$ cat config.mk
export PLATFORM = sky130hd
export DESIGN_NAME = dispatch_unit
export DESIGN_NICKNAME = d
export VERILOG_FILES = /design/src/rtl/dispatch_unit.sv
export SDC_FILE = /design/constraint.sdc
export NUM_CORES = 1
export LEC_CHECK = 0
export CORE_AREA = 2 2 190 192
export DETAILED_ROUTE_END_ITERATION = 10
export DIE_AREA = 0 0 192 194
export MAX_ROUTING_LAYER = met4
export PLACE_DENSITY = 0.61
export SLEW_MARGIN = 10
export SYNTH_ARGS = -nofsm -noshare
export SYNTH_HDL_FRONTEND = slang
export SYNTH_SLANG_ARGS = --single-unit
$ cat constraint.sdc
create_clock -name clk -period 4.2 [get_ports clk]
set_input_delay 1.26 -clock clk [delete_from_list [all_inputs] [get_ports clk]]
set_output_delay 1.26 -clock clk [all_outputs]
set_load 0.05 [all_outputs]
$ cat src/rtl/dispatch_unit.sv
// Dispatch stage: renames rd, allocates a ROB entry, resolves operands and
// holds one instruction for the RS or the LSB while it snoops the CDB.
//
// Ports:
//   clk, rst (sync, active-high), flush
//   dec_*              : decoded instruction in, dec_ready back-pressure
//   rf_* / rob_*       : operand lookups, ROB allocation
//   ren_*              : rename write for rd
//   cdb_*              : NUM_CDB packed broadcast channels
//   rs_ready/lsb_ready : queue back-pressure
//   out_*              : held slot offered to RS or LSB
module dispatch_unit #(
  parameter int XLEN    = 32,
  parameter int TAG_W   = 4,
  parameter int OPT_W   = 6,
  parameter int NUM_CDB = 2
) (
  input  logic                     clk,
  input  logic                     rst,
  input  logic                     flush,
  input  logic                     dec_valid,
  output logic                     dec_ready,
  input  logic [XLEN-1:0]          dec_pc,
  input  logic [OPT_W-1:0]         dec_optype,
  input  logic                     dec_is_ls,
  input  logic [4:0]               dec_rd,
  input  logic                     dec_has_rd,
  input  logic [4:0]               dec_rs1,
  input  logic [4:0]               dec_rs2,
  input  logic [XLEN-1:0]          dec_imm,
  output logic [4:0]               rf_rs1,
  output logic [4:0]               rf_rs2,
  input  logic [TAG_W-1:0]         rf_q1,
  input  logic [TAG_W-1:0]         rf_q2,
  input  logic [XLEN-1:0]          rf_v1,
  input  logic [XLEN-1:0]          rf_v2,
  output logic [TAG_W-1:0]         rob_q1,
  output logic [TAG_W-1:0]         rob_q2,
  input  logic                     rob_rdy1,
  input  logic                     rob_rdy2,
  input  logic [XLEN-1:0]          rob_v1,
  input  logic [XLEN-1:0]          rob_v2,
  input  logic                     rob_full,
  output logic                     rob_alloc,
  input  logic [TAG_W-1:0]         rob_alloc_tag,
  output logic                     ren_en,
  output logic [4:0]               ren_rd,
  output logic [TAG_W-1:0]         ren_tag,
  input  logic [NUM_CDB-1:0]       cdb_valid,
  input  logic [NUM_CDB*TAG_W-1:0] cdb_tag,
  input  logic [NUM_CDB*XLEN-1:0]  cdb_val,
  input  logic                     rs_ready,
  input  logic                     lsb_ready,
  output logic                     out_valid_rs,
  output logic                     out_valid_lsb,
  output logic [OPT_W-1:0]         out_optype,
  output logic [XLEN-1:0]          out_pc,
  output logic [XLEN-1:0]          out_imm,
  output logic [TAG_W-1:0]         out_qj,
  output logic [TAG_W-1:0]         out_qk,
  output logic [XLEN-1:0]          out_vj,
  output logic [XLEN-1:0]          out_vk,
  output logic [TAG_W-1:0]         out_dest
);

  typedef enum logic {EMPTY, FULL} state_t;

  typedef struct packed {
    logic [TAG_W-1:0] q;
    logic [XLEN-1:0]  v;
  } opnd_t;

  typedef struct packed {
    logic             is_ls;
    logic [OPT_W-1:0] optype;
    logic [XLEN-1:0]  pc;
    logic [XLEN-1:0]  imm;
    opnd_t            j;
    opnd_t            k;
    logic [TAG_W-1:0] dest;
  } slot_t;

  state_t state_q, state_d;
  slot_t  slot_q, slot_d;
  opnd_t  res_j, res_k;
  logic   full, fire, accept;

  // Iterating from the top channel down lets channel 0 win ties.
  function automatic opnd_t snoop(
    input opnd_t                    o,
    input logic [NUM_CDB-1:0]       cv,
    input logic [NUM_CDB*TAG_W-1:0] ct,
    input logic [NUM_CDB*XLEN-1:0]  cval
  );
    opnd_t r;
    r = o;
    if (o.q != '0) begin
      for (int i = NUM_CDB - 1; i >= 0; i--) begin
        if (cv[i] && ct[i*TAG_W +: TAG_W] == o.q) begin
          r.q = '0;
          r.v = cval[i*XLEN +: XLEN];
        end
      end
    end
    return r;
  endfunction

  // Priority: regfile value, then CDB, then ROB, else stay pending.
  function automatic opnd_t resolve(
    input logic [TAG_W-1:0]         q,
    input logic [XLEN-1:0]          rfv,
    input logic                     rdy,
    input logic [XLEN-1:0]          robv,
    input logic [NUM_CDB-1:0]       cv,
    input logic [NUM_CDB*TAG_W-1:0] ct,
    input logic [NUM_CDB*XLEN-1:0]  cval
  );
    opnd_t r;
    r.q = q;
    r.v = '0;
    if (q == '0) begin
      r.v = rfv;
    end else begin
      if (rdy) begin
        r.q = '0;
        r.v = robv;
      end
      for (int i = NUM_CDB - 1; i >= 0; i--) begin
        if (cv[i] && ct[i*TAG_W +: TAG_W] == q) begin
          r.q = '0;
          r.v = cval[i*XLEN +: XLEN];
        end
      end
    end
    return r;
  endfunction

  assign full   = (state_q == FULL);
  assign fire   = full & (slot_q.is_ls ? lsb_ready : rs_ready);
  assign dec_ready = !rst & !flush & !rob_full & (!full | fire);
  assign accept = dec_valid & dec_ready;

  assign rf_rs1 = dec_rs1;
  assign rf_rs2 = dec_rs2;
  assign rob_q1 = rf_q1;
  assign rob_q2 = rf_q2;

  assign rob_alloc = accept;
  assign ren_en    = accept & dec_has_rd & (dec_rd != 5'd0);
  assign ren_rd    = dec_rd;
  assign ren_tag   = rob_alloc_tag;

  always_comb begin
    res_j = resolve(rf_q1, rf_v1, rob_rdy1, rob_v1,
                    cdb_valid, cdb_tag, cdb_val);
    res_k = resolve(rf_q2, rf_v2, rob_rdy2, rob_v2,
                    cdb_valid, cdb_tag, cdb_val);
  end

  always_comb begin
    state_d = state_q;
    slot_d  = slot_q;
    if (flush) begin
      state_d = EMPTY;
    end else if (accept) begin
      state_d       = FULL;
      slot_d.is_ls  = dec_is_ls;
      slot_d.optype = dec_optype;
      slot_d.pc     = dec_pc;
      slot_d.imm    = dec_imm;
      slot_d.j      = res_j;
      slot_d.k      = res_k;
      slot_d.dest   = rob_alloc_tag;
    end else if (fire) begin
      state_d = EMPTY;
    end else if (full) begin
      slot_d.j = snoop(slot_q.j, cdb_valid, cdb_tag, cdb_val);
      slot_d.k = snoop(slot_q.k, cdb_valid, cdb_tag, cdb_val);
    end
  end

  always_ff @(posedge clk) begin
    if (rst) begin
      state_q <= EMPTY;
      slot_q  <= '0;
    end else begin
      state_q <= state_d;
      slot_q  <= slot_d;
    end
  end

  assign out_valid_rs  = full & !slot_q.is_ls;
  assign out_valid_lsb = full & slot_q.is_ls;
  assign out_optype    = slot_q.optype;
  assign out_pc        = slot_q.pc;
  assign out_imm       = slot_q.imm;
  assign out_qj        = slot_q.j.q;
  assign out_qk        = slot_q.k.q;
  assign out_vj        = slot_q.j.v;
  assign out_vk        = slot_q.k.v;
  assign out_dest      = slot_q.dest;

endmodule

== Word-level counts from Yosys, hierarchy flattened ==
Index checks and enable logic that the tools add are counted.

* Logic and storage cells: 80
* Output and inout port bits: 178
* Register bits after elaboration: 148
* Input bits: 310

* Reduce and logical (&&, ||, !) cells: 28
* Bitwise logic cells: 11
* Equal/unequal tests: 9
* Multiplexer cells: 22

{| class="wikitable"
|+ Operators by type and width
! kind !! number
|-
| 2-to-1 mux 36 bit || 12
|-
| 2-to-1 mux 72 bit || 3
|-
| 2-to-1 mux 32 bit || 2
|-
| equality test 4 bit || 8
|-
| AND reduction 5 bit || 2
|-
| AND 1 bit || 9
|-
| logical AND 1 bit || 8
|-
| logical NOT 4 bit || 2
|-
| 2-to-1 mux 4 bit || 2
|-
| nonzero test 2 bit || 4
|-
| nonzero test 4 bit || 2
|-
| nonzero test 3 bit || 2
|-
| logical NOT 1 bit || 5
|-
| nonzero test 5 bit || 1
|-
| 2-to-1 mux 1 bit || 3
|-
| != test 2 x 1 -> 1 bit (second input constant) || 1
|-
| AND reduction 2 bit || 1
|-
| OR reduction 2 bit || 1
|-
| inverter 1 bit || 1
|-
| OR 1 bit || 1
|}

== Logic depth before layout (Yosys ltp) ==
Gate-level depths: netlist (run 1).

* Word-level depth: 8
* Mapped depth: 10

== Worst setup path before layout (run 1) ==
OpenSTA, ideal clock, no wires.

* Path kind: input-to-output
* Start: input flush
* End: output ren_en
* Path slack: 0.142 ns
* Stages on the path: 5
* Buffers on the path: 2
* Arrival: 2.798 ns
* Required time: 2.940 ns
* Cells stage by stage: nor3_1 -> nand3_2 -> clkbuf_1 -> buf_1 -> nor2_1

* Word-level cells in the longest chain between the ends: 7

{| class="wikitable"
|+ Ends and longest elaborated chain
! element !! line !! RTL
|-
| from (decl) || 20 || <nowiki>input logic flush,</nowiki>
|-
| logical NOT 1 bit || 140 || <nowiki>assign dec_ready = !rst & !flush & !rob_full & (!full | fire);</nowiki>
|-
| AND 1 bit (3 in series) || 140 ||
|-
| AND 1 bit || 141 || <nowiki>assign accept = dec_valid & dec_ready;</nowiki>
|-
| AND 1 bit (2 in series) || 149 || <nowiki>assign ren_en = accept & dec_has_rd & (dec_rd != 5'd0);</nowiki>
|-
| to (decl) || 46 || <nowiki>output logic ren_en,</nowiki>
|}

No other way between the ends.

== Worst setup path in the final report (run 1) ==
Same ends and word-level chain as after synthesis.

==> metrics.txt, run 1 <==
Post-Syn Area 0.01037 mm2; asr flop ratio synth 0%; 1st-iter DRT viols 478; syn_nets 1567; post-synth top area cell dfxtp_1; post-DP HPWL 29260 um; Die Footprint 0.03725 mm2; Worst Path Required 2.94 ns; hold path cells 2; Area growth syn-to-layout 43.91%; DIE HEIGHT 194 um; vias in the first global route 10315; CTS buffer count 17; Final Hold Fails 0; CTS tree yes; Avg WL per Cell 21.51 um; combinational share of power 23.5%; CP Max Fanout 4; Net Sw Frac 29.10%; top_reg_cell synth dfxtp_1; RSZ-0062 raised after global routing false; Synth area leaders dfxtp_1, buf_4, nand2_1; PortBufs 467; fin crit share 93.02%; PnR worst setup slack 0.2934 ns; mux share of post-synthesis cell area 10.62%; IO Pins 488; clk_skew 0.009734 ns; global placer's final weighted congestion 0.8430; Post-synth EDFFs 0; Worst Reg-to-Reg Cells 9; first-pass GRT wire length 62830 um; Congestion Overflow GR 0; Synth Area in Simple Gates 18.19%; CTS Hold Buffers Added 0; Core Region 0.03522 mm2; Clock Tree Root clkbuf_16; # setup viols final 0; CP Capture Type output port; CTS sink cnt 148; Peak VDD IR 0.2838 mV; internal power 2815 uW; Synth Area in Adders 0%; Initial Utilization 29.43%; sequential share of the synthesized area 28.58%; Post-Synth XOR/XNOR Area 2.704%; Flop pwr share 36.7%; clock-pin slew on the worst setup and hold paths 0.06 ns; FF+latch count, synth 148; Static Leak 0.005340 uW; pre-CTS setup slack 0.1218 ns; Mapped Cells 1257; cts repair resizes 0; share of layout cells above drive strength 1 9.881%; Synth cell types 48; reg-to-reg setup timing slack 1.63 ns; Max Fclk 256.0 MHz; Max Cap Viol 0; Hold Path End out_pc[14]; Critical path origin flush; Crit Reg-Reg Startpoint slot_q[146]; nets 1816; Die Wd 192 um; post-CTS setup buffers 0; most common cell after layout, fill and taps aside clkdlybuf4s50_1; setup total negative slack 0 ns; switching pwr 1156 uW; Synth top area share 28.58%; Min Clock Period, post-route 3.907 ns; Pwr Density 266.2 mW/mm2; Crit path arrival time 2.65 ns; Final ANT Viol Nets 0; Vias 10152; DRC 0; pin count of the biggest net entering global routing 150; fin. max-slew vios 0; startpoint types input pin; slew margin rel. 12.47%; clock latency on the worst-skew pair 0.45 ns; hold path startpoint out_pc[14]; CP Class input pin to output port; H-tree depth 4; Critical R2R Capture out_vj[19]; worst-margin pin slew 1.310 ns; Core Rows 69; status finished, final reports clean; initial antenna violation count 2; mean instance size in the synthesized netlist 8.247 um2; overall routed net length 42610 um; drt first pass iters 5; clk buf depth 2; Synth Area in Compound Gates 22.44%; placed inst area 0.01433 mm2; Final Instance Area 0.01492 mm2; GRT Resource Usage Total 22.99%; Clk network pwr share 39.9%; Via density 5.125; hold crit path type flop to flop; most frequent cells in the layout clkdlybuf4s50_1, nand2_1, dfxtp_1, a21oi_1, mux2i_1; synth warn 0; largest family of logic cells by synthesized area compound AO/OA/AOI/OAI gates
[flip-flops by register name, summed over array words and instances (netlist names)]
register    flops
out_vk         32
out_vj         32
out_imm        32
out_pc         32
slot_q          1
out_qj          4
out_dest        4
full            1
out_qk          4
out_optype      6
[cell type report]
type / instances / area [um2]
Antenna cell: 2 / 5.005
Multi-Input combinational cell: 831 / 5659
Sequential cell: 148 / 2963
Inverter: 1 / 6.256
Clock inverter: 9 / 120.1
Timing Repair Buffer: 507 / 5124
Clock buffer: 22 / 464.2
Fill cell: 3549 / 20310
Tap cell: 461 / 576.8
[logic make-up (layout without fill, tap and decap cells)]
family                 count (synthesis)  in the layout
multiplexers                          97             97
XOR/XNOR                              32             32
other                                  0              2
flip-flops                           148            148
AND/OR/NAND/NOR                      391            391
AO/OA/AOI/OAI                        311            311
buffers and inverters                278            539
[worst max-delay path, cell delays in order]
cell and delay (ns):
clkdlybuf4s50_1 0.48, nor3_1 0.20, buf_4 0.15, nand3_4 0.15
nor2_1 0.24, buf_12 0.17
[worst max path at each step]
| stage | slack [ns] | cells after the start | to |
|---|---|---|---|
| after floorplan | 0.14 | 5 | ren_en |
| after global placement | 0.12 | 8 | out_vj[29] |
| after detailed placement | 0.12 | 8 | out_vj[29] |
| after CTS | 0.27 | 6 | ren_en |
| after global routing | 0.22 | 6 | ren_en |
| final | 0.29 | 6 | ren_en |
[metrics by stage]
stage	total power [uW]	util, %	hold WS [ns]	std cells
finish	3971	42.35	0.4529	1981
global route	4142	42.35	0.4721	1981
CTS	4033	42.34	0.4545	1979
detailed placement	2418	40.68	0.4455	1948
global placement	2413	40.68	0.4411	1948
floorplan	1984	-	0.4367	1257
[routing by layer]
layer	GRT usage (%)	vias up	share of wire [%]	wire length (um)
met3	5.140	65	6.5	2756
met1	27.05	4880	42	17910
met2	37.96	402	49	20760
met4	8.934	0	2.8	1181
met5	-	-	0	0
li1	-	4805	-	-
[Yosys cell counts, types with 3 or more instances]
cell type  count
a2111oi_1     16
a2111oi_2     15
a211o_1       31
a211oi_1      33
a21oi_1      107
a221o_1       30
a31oi_1       32
a32oi_1        9
and2_1        36
buf_1          8
buf_2         13
buf_4        176
buf_6         12
clkbuf_1      68
dfxtp_1      148
mux2_2         8
mux2_4        24
mux2i_1       65
nand2_1      219
nor2_1        44
nor2b_1       31
nor3_1         4
nor3b_1       31
nor4_1         7
nor4_2         3
o211ai_1      31
xnor2_1        7
xor2_1        25
[power groups by stage]
| stage | combinational, uW | clock [uW] | sequential (uW) |
|---|---|---|---|
| floorplan | 502 | 0 | 1480 |
| global placement | 927 | 0 | 1490 |
| detailed placement | 931 | 0 | 1490 |
| CTS | 935 | 1640 | 1460 |
| global route | 987 | 1700 | 1460 |
| finish | 932 | 1580 | 1460 |
No activity file was read; power rests on OpenSTA's default activity.
==> run 2, diff against run 1 <==
Settings changed: PLACE_DENSITY 0.61 to unset.
==> run 2 against run 1 <==
Net effect:
- die area is the same
- utilization rose by 0.16 points
- clock skew increased by 0.0012 ns
- flip-flop and latch count unchanged
- first-iteration DRC count is 4.4% lower
==> metrics.txt, run 2 (same netlist as run 1, synthesis figures left out) <==
combinational share of power 23.2%; Hold Path End out_pc[16]; final cell count without fillers 1984; hold path cells 2; fin. max-slew vios 0; CP cell instances clkdlybuf4s50_1 > nor3_1 > buf_4 > nand3_4 > nor2_1 > buf_12; PnR worst setup slack 0.2943 ns; Final ANT Viol Nets 0; Worst Reg-to-Reg Cells 8; post-DP HPWL 28960 um; Via density 5.110; fin crit share 92.99%; slew margin rel. 17.40%; internal power 2815 uW; Pwr Density 268.0 mW/mm2; clk_skew 0.01096 ns; cts repair resizes 0; first-pass GRT wire length 62690 um; Vias 10139; startpoint types input pin; clock latency on the worst-skew pair 0.44 ns; nets 1818; CTS tree yes; CP Max Fanout 2; # fillers 3504; CTS Hold Buffers Added 0; initial antenna violation count 2; Core Util, Final 42.51%; drt first pass iters 5; overall routed net length 42160 um; Crit Reg-Reg Startpoint slot_q[146]; Initial Utilization 29.43%; Core Region 0.03522 mm2; Core Rows 69; Peak VDD IR 0.2738 mV; multi-input logic area 0.005659 mm2; Register Area 0.002963 mm2; H-tree depth 4; Critical R2R Capture out_vk[13]; IO Pins 488; # setup viols final 0; setup total negative slack 0 ns; switching pwr 1198 uW; Clock Tree Root clkbuf_16; Die Wd 192 um; 1st-iter DRT viols 457; Worst Path Required 2.94 ns; GRT Resource Usage Total 22.83%; Avg WL per Cell 21.25 um; pin count of the biggest net entering global routing 150; Crit path largest cell delay 0.48 ns; Max Cap Viol 0; Clk network pwr share 40.5%; placed instance count 1950; Die Footprint 0.03725 mm2; CTS sink cnt 148; Flop pwr share 36.3%; worst-margin pin slew 1.236 ns; Static Leak 0.005365 uW; RSZ-0062 raised after global routing false; global placer's final weighted congestion 0.8306; most frequent cells in the layout clkdlybuf4s50_1, nand2_1, dfxtp_1, a21oi_1, mux2i_1; Congestion Overflow GR 0; Crit path arrival time 2.65 ns; DRC 0; CP Capture Type output port; DIE HEIGHT 194 um; CP Class input pin to output port; Area growth syn-to-layout 44.45%; Min Clock Period, post-route 3.906 ns; vias in the first global route 10359; reg-to-reg setup timing slack 1.59 ns; Net Sw Frac 29.86%; hold path startpoint out_pc[16]; status finished, final reports clean; Hold Slack 0.4547 ns; pre-CTS setup slack 0.1129 ns; most common cell after layout, fill and taps aside clkdlybuf4s50_1; Final Hold Fails 0; clk buf depth 2; CTS buffer count 17; post-CTS setup buffers 0; clock-pin slew on the worst setup and hold paths 0.07 ns; Slowest-stage cell, CP clkdlybuf4s50_1; hold crit path type flop to flop; share of layout cells above drive strength 1 9.993%; PortBufs 467; Max Fclk 256.0 MHz
-- run 2: changes by cell type in the layout (fill, tap and decap cells not counted), sizes merged --
| cell | previous run | this run |
|---|---|---|
| buf | 57 | 55 |
| inv | 4 | 8 |
| clkbuf | 22 | 18 |
| clkinvlp | 1 | 2 |
| clkdlybuf4s50 | 450 | 454 |
-- run 2: area by class of cell --
cell class / instances / area share (%)
clock inverters: 14 / 1.095
inverters: 1 / 0.04178
diodes: 2 / 0.03342
well taps: 461 / 3.852
multi-input cells: 831 / 37.79
flip-flops and latches: 148 / 19.79
clock buffers: 18 / 2.933
repair buffers: 509 / 34.47
-- run 2: how the worst max path moves through the flow --
stage / endpoint / slack (ns) / from
2_1_floorplan: ren_en / 0.14 / flush
3_3_place_gp: out_vj[29] / 0.18 / cdb_tag[7]
3_5_place_dp: out_vj[29] / 0.11 / cdb_tag[7]
4_1_cts: ren_en / 0.24 / flush
5_1_grt: ren_en / 0.21 / flush
6_report: ren_en / 0.29 / flush
-- run 2: metal layers --
metal  vias up  GRT usage, %  share of wire, %
li1       4803             -                 -
met1      4873         26.27                41
met2       396         38.92                50
met3        67         5.068               7.2
met4         0         7.775               2.5
met5         -             -                 0
-- run 2: power groups by stage --
| stage | registers (uW) | logic (uW) | clock network (uW) |
|---|---|---|---|
| 2_1_floorplan | 1480 | 502 | 0 |
| 3_3_place_gp | 1490 | 929 | 0 |
| 3_5_place_dp | 1490 | 934 | 0 |
| 6_report | 1460 | 932 | 1630 |
| 5_1_grt | 1460 | 988 | 1730 |
| 4_1_cts | 1460 | 938 | 1680 |
-- run 2: worst max-delay path, delay by kind of cell --
family | cells | cell delay, ns
buffers and inverters | 3 | 0.81
and+or+nand+nor | 3 | 0.56
-- run 2: stage by stage --
step / area [um2] / total power [uW]
floorplan: 10370 / 1984
global placement: 14370 / 2415
detailed placement: 14370 / 2421
CTS: 14970 / 4072
global route: 14970 / 4180
finish: 14970 / 4013
==> run 3, diff against run 2 <==
Settings changed: CELL_PAD_IN_SITES_DETAIL_PLACEMENT set to 1, CELL_PAD_IN_SITES_GLOBAL_PLACEMENT set to 2, CORE_AREA 2 2 190 192 to unset, CORE_MARGIN set to 2, CORE_UTILIZATION set to 25, DIE_AREA 0 0 192 194 to unset, PLACE_DENSITY_LB_ADDON set to 0.1.
==> run 3 against run 2 <==
Net effect:
- clock skew about the same
- design area up 0.12%
- global-route usage down 1.1 points
- hold slack about the same
- via count down 0.61%
- sequential share of layout area about the same
- total power about the same
- sequential power about the same
- clock power about the same
- non-clock buffer count down 9
- routed wire length up 11%
- die area up 16%
- critical endpoint unchanged
- largest cell class unchanged
==> metrics.txt, run 3 (same netlist as run 1, synthesis figures left out) <==
Max Cap Viol 0; clk buf depth 2; Peak VDD IR 0.2570 mV; Final ANT Viol Nets 0; Min Clock Period, post-route 4.025 ns; post-DP HPWL 32710 um; hold path cells 2; Static Leak 0.005319 uW; clock latency on the worst-skew pair 0.44 ns; GR Util met1 26.21%; 1st-iter DRT viols 357; CTS tree yes; clk_skew 0.01074 ns; Vias 10077; CP Capture Type output port; nets 1809; # setup viols final 0; H-tree depth 4; fin crit share 95.83%; CTS sink cnt 148; Clock Tree Root clkbuf_16; Hold Slack 0.4545 ns; Core Util, Final 36.63%; Via density 4.913; met2 Use GR 35.91%; Pwr Density 267.9 mW/mm2; CP Class input pin to output port; initial antenna violation count 4; DRC 0; setup total negative slack 0 ns; global placer's final weighted congestion 0.7845; Die Wd 207.6 um; PnR worst setup slack 0.1752 ns; Congestion Overflow GR 0; pre-CTS setup slack 0.1526 ns; Core Rows 74; Worst Path Required 2.94 ns; Die Footprint 0.04311 mm2; Core Region 0.04092 mm2; first-pass GRT wire length 69130 um; PortBufs 467; CTS buffer count 17; overall routed net length 46610 um; fin. max-slew vios 0; Pwr Total 4016 uW; cts repair resizes 0; slew margin rel. 33.19%; pin count of the biggest net entering global routing 150; Avg WL per Cell 22.73 um; GRT Resource Usage Total 21.70%; drt first pass iters 4; Final Hold Fails 0; vias in the first global route 10556; Initial Utilization 25.33%; IO Pins 488; RSZ-0062 raised after global routing false; Crit path arrival time 2.76 ns; share of layout cells above drive strength 1 9.590%; worst-margin pin slew 1.002 ns; status finished, final reports clean; Max Fclk 248.5 MHz; startpoint types input pin; DIE HEIGHT 207.6 um; grt peak-use layer met2; most common cell after layout, fill and taps aside clkdlybuf4s50_1; Worst Reg-to-Reg Cells 7; # fillers 4715; met3 GRT Util 5.976%; Area growth syn-to-layout 44.62%; clock-pin slew on the worst setup and hold paths 0.06 ns; most frequent cells in the layout clkdlybuf4s50_1, nand2_1, dfxtp_1, a21oi_1, mux2i_1; CP Max Fanout 6; hold crit path type flop to flop; post-CTS setup buffers 0; CTS Hold Buffers Added 0
==> run 3: cell count changes in the layout (fill, tap and decap cells not counted) <==
cell	delta
buf_4	-5
clkbuf_1	+2
clkbuf_8	+2
clkdlybuf4s50_1	-4
clkinvlp_4	+1
diode_2	+5
inv_6	-3
inv_8	-2
==> run 3: layout make-up <==
| cell class | instances | area, um2 | area share, % |
|---|---|---|---|
| clock inverters | 10 | 122.6 | 0.8179 |
| diodes | 7 | 17.52 | 0.1168 |
| multi-input cells | 831 | 5659 | 37.75 |
| inverters | 1 | 6.256 | 0.04173 |
| flip-flops and latches | 148 | 2963 | 19.76 |
| well taps | 532 | 665.6 | 4.440 |
| clock buffers | 22 | 474.2 | 3.163 |
| repair buffers | 500 | 5084 | 33.91 |
==> run 3: power by group <==
group	switching, uW	leakage (uW)	internal, uW	total (uW)
Sequential	18.9	0.00120	1440	1460
Combinational	466	0.00384	464	930
Clock	702	0.000283	928	1630
==> run 3: through the flow <==
| step | std cells | instance area, um2 |
|---|---|---|
| 6_report | 2051 | 14990 |
| 5_1_grt | 2048 | 14980 |
| 4_1_cts | 2044 | 14970 |
| 3_5_place_dp | 2012 | 14380 |
| 3_3_place_gp | 2012 | 14380 |
| 2_1_floorplan | 1257 | 10370 |
==> run 3: layer usage <==
layer / routed length (um) / part of all wire (%)
met1: 20260 / 43
met2: 22540 / 48
met3: 3139 / 6.7
met4: 671 / 1.4
met5: 0 / 0
==> run 3: path summary, 6_finish.rpt <==
path         slack [ns]         from     endpoint
max                0.18        flush       ren_en
min                0.45  out_imm[18]  out_imm[18]
max reg2reg        1.69  slot_q[146]   out_vk[17]
min reg2reg        0.45  out_imm[18]  out_imm[18]
==> run 3: worst max-delay path, cell delays in order <==
cell,delay (ns)
clkdlybuf4s50_1,0.49
nor3_1,0.24
buf_4,0.16
nand3_4,0.15
nor2_1,0.29
buf_12,0.18
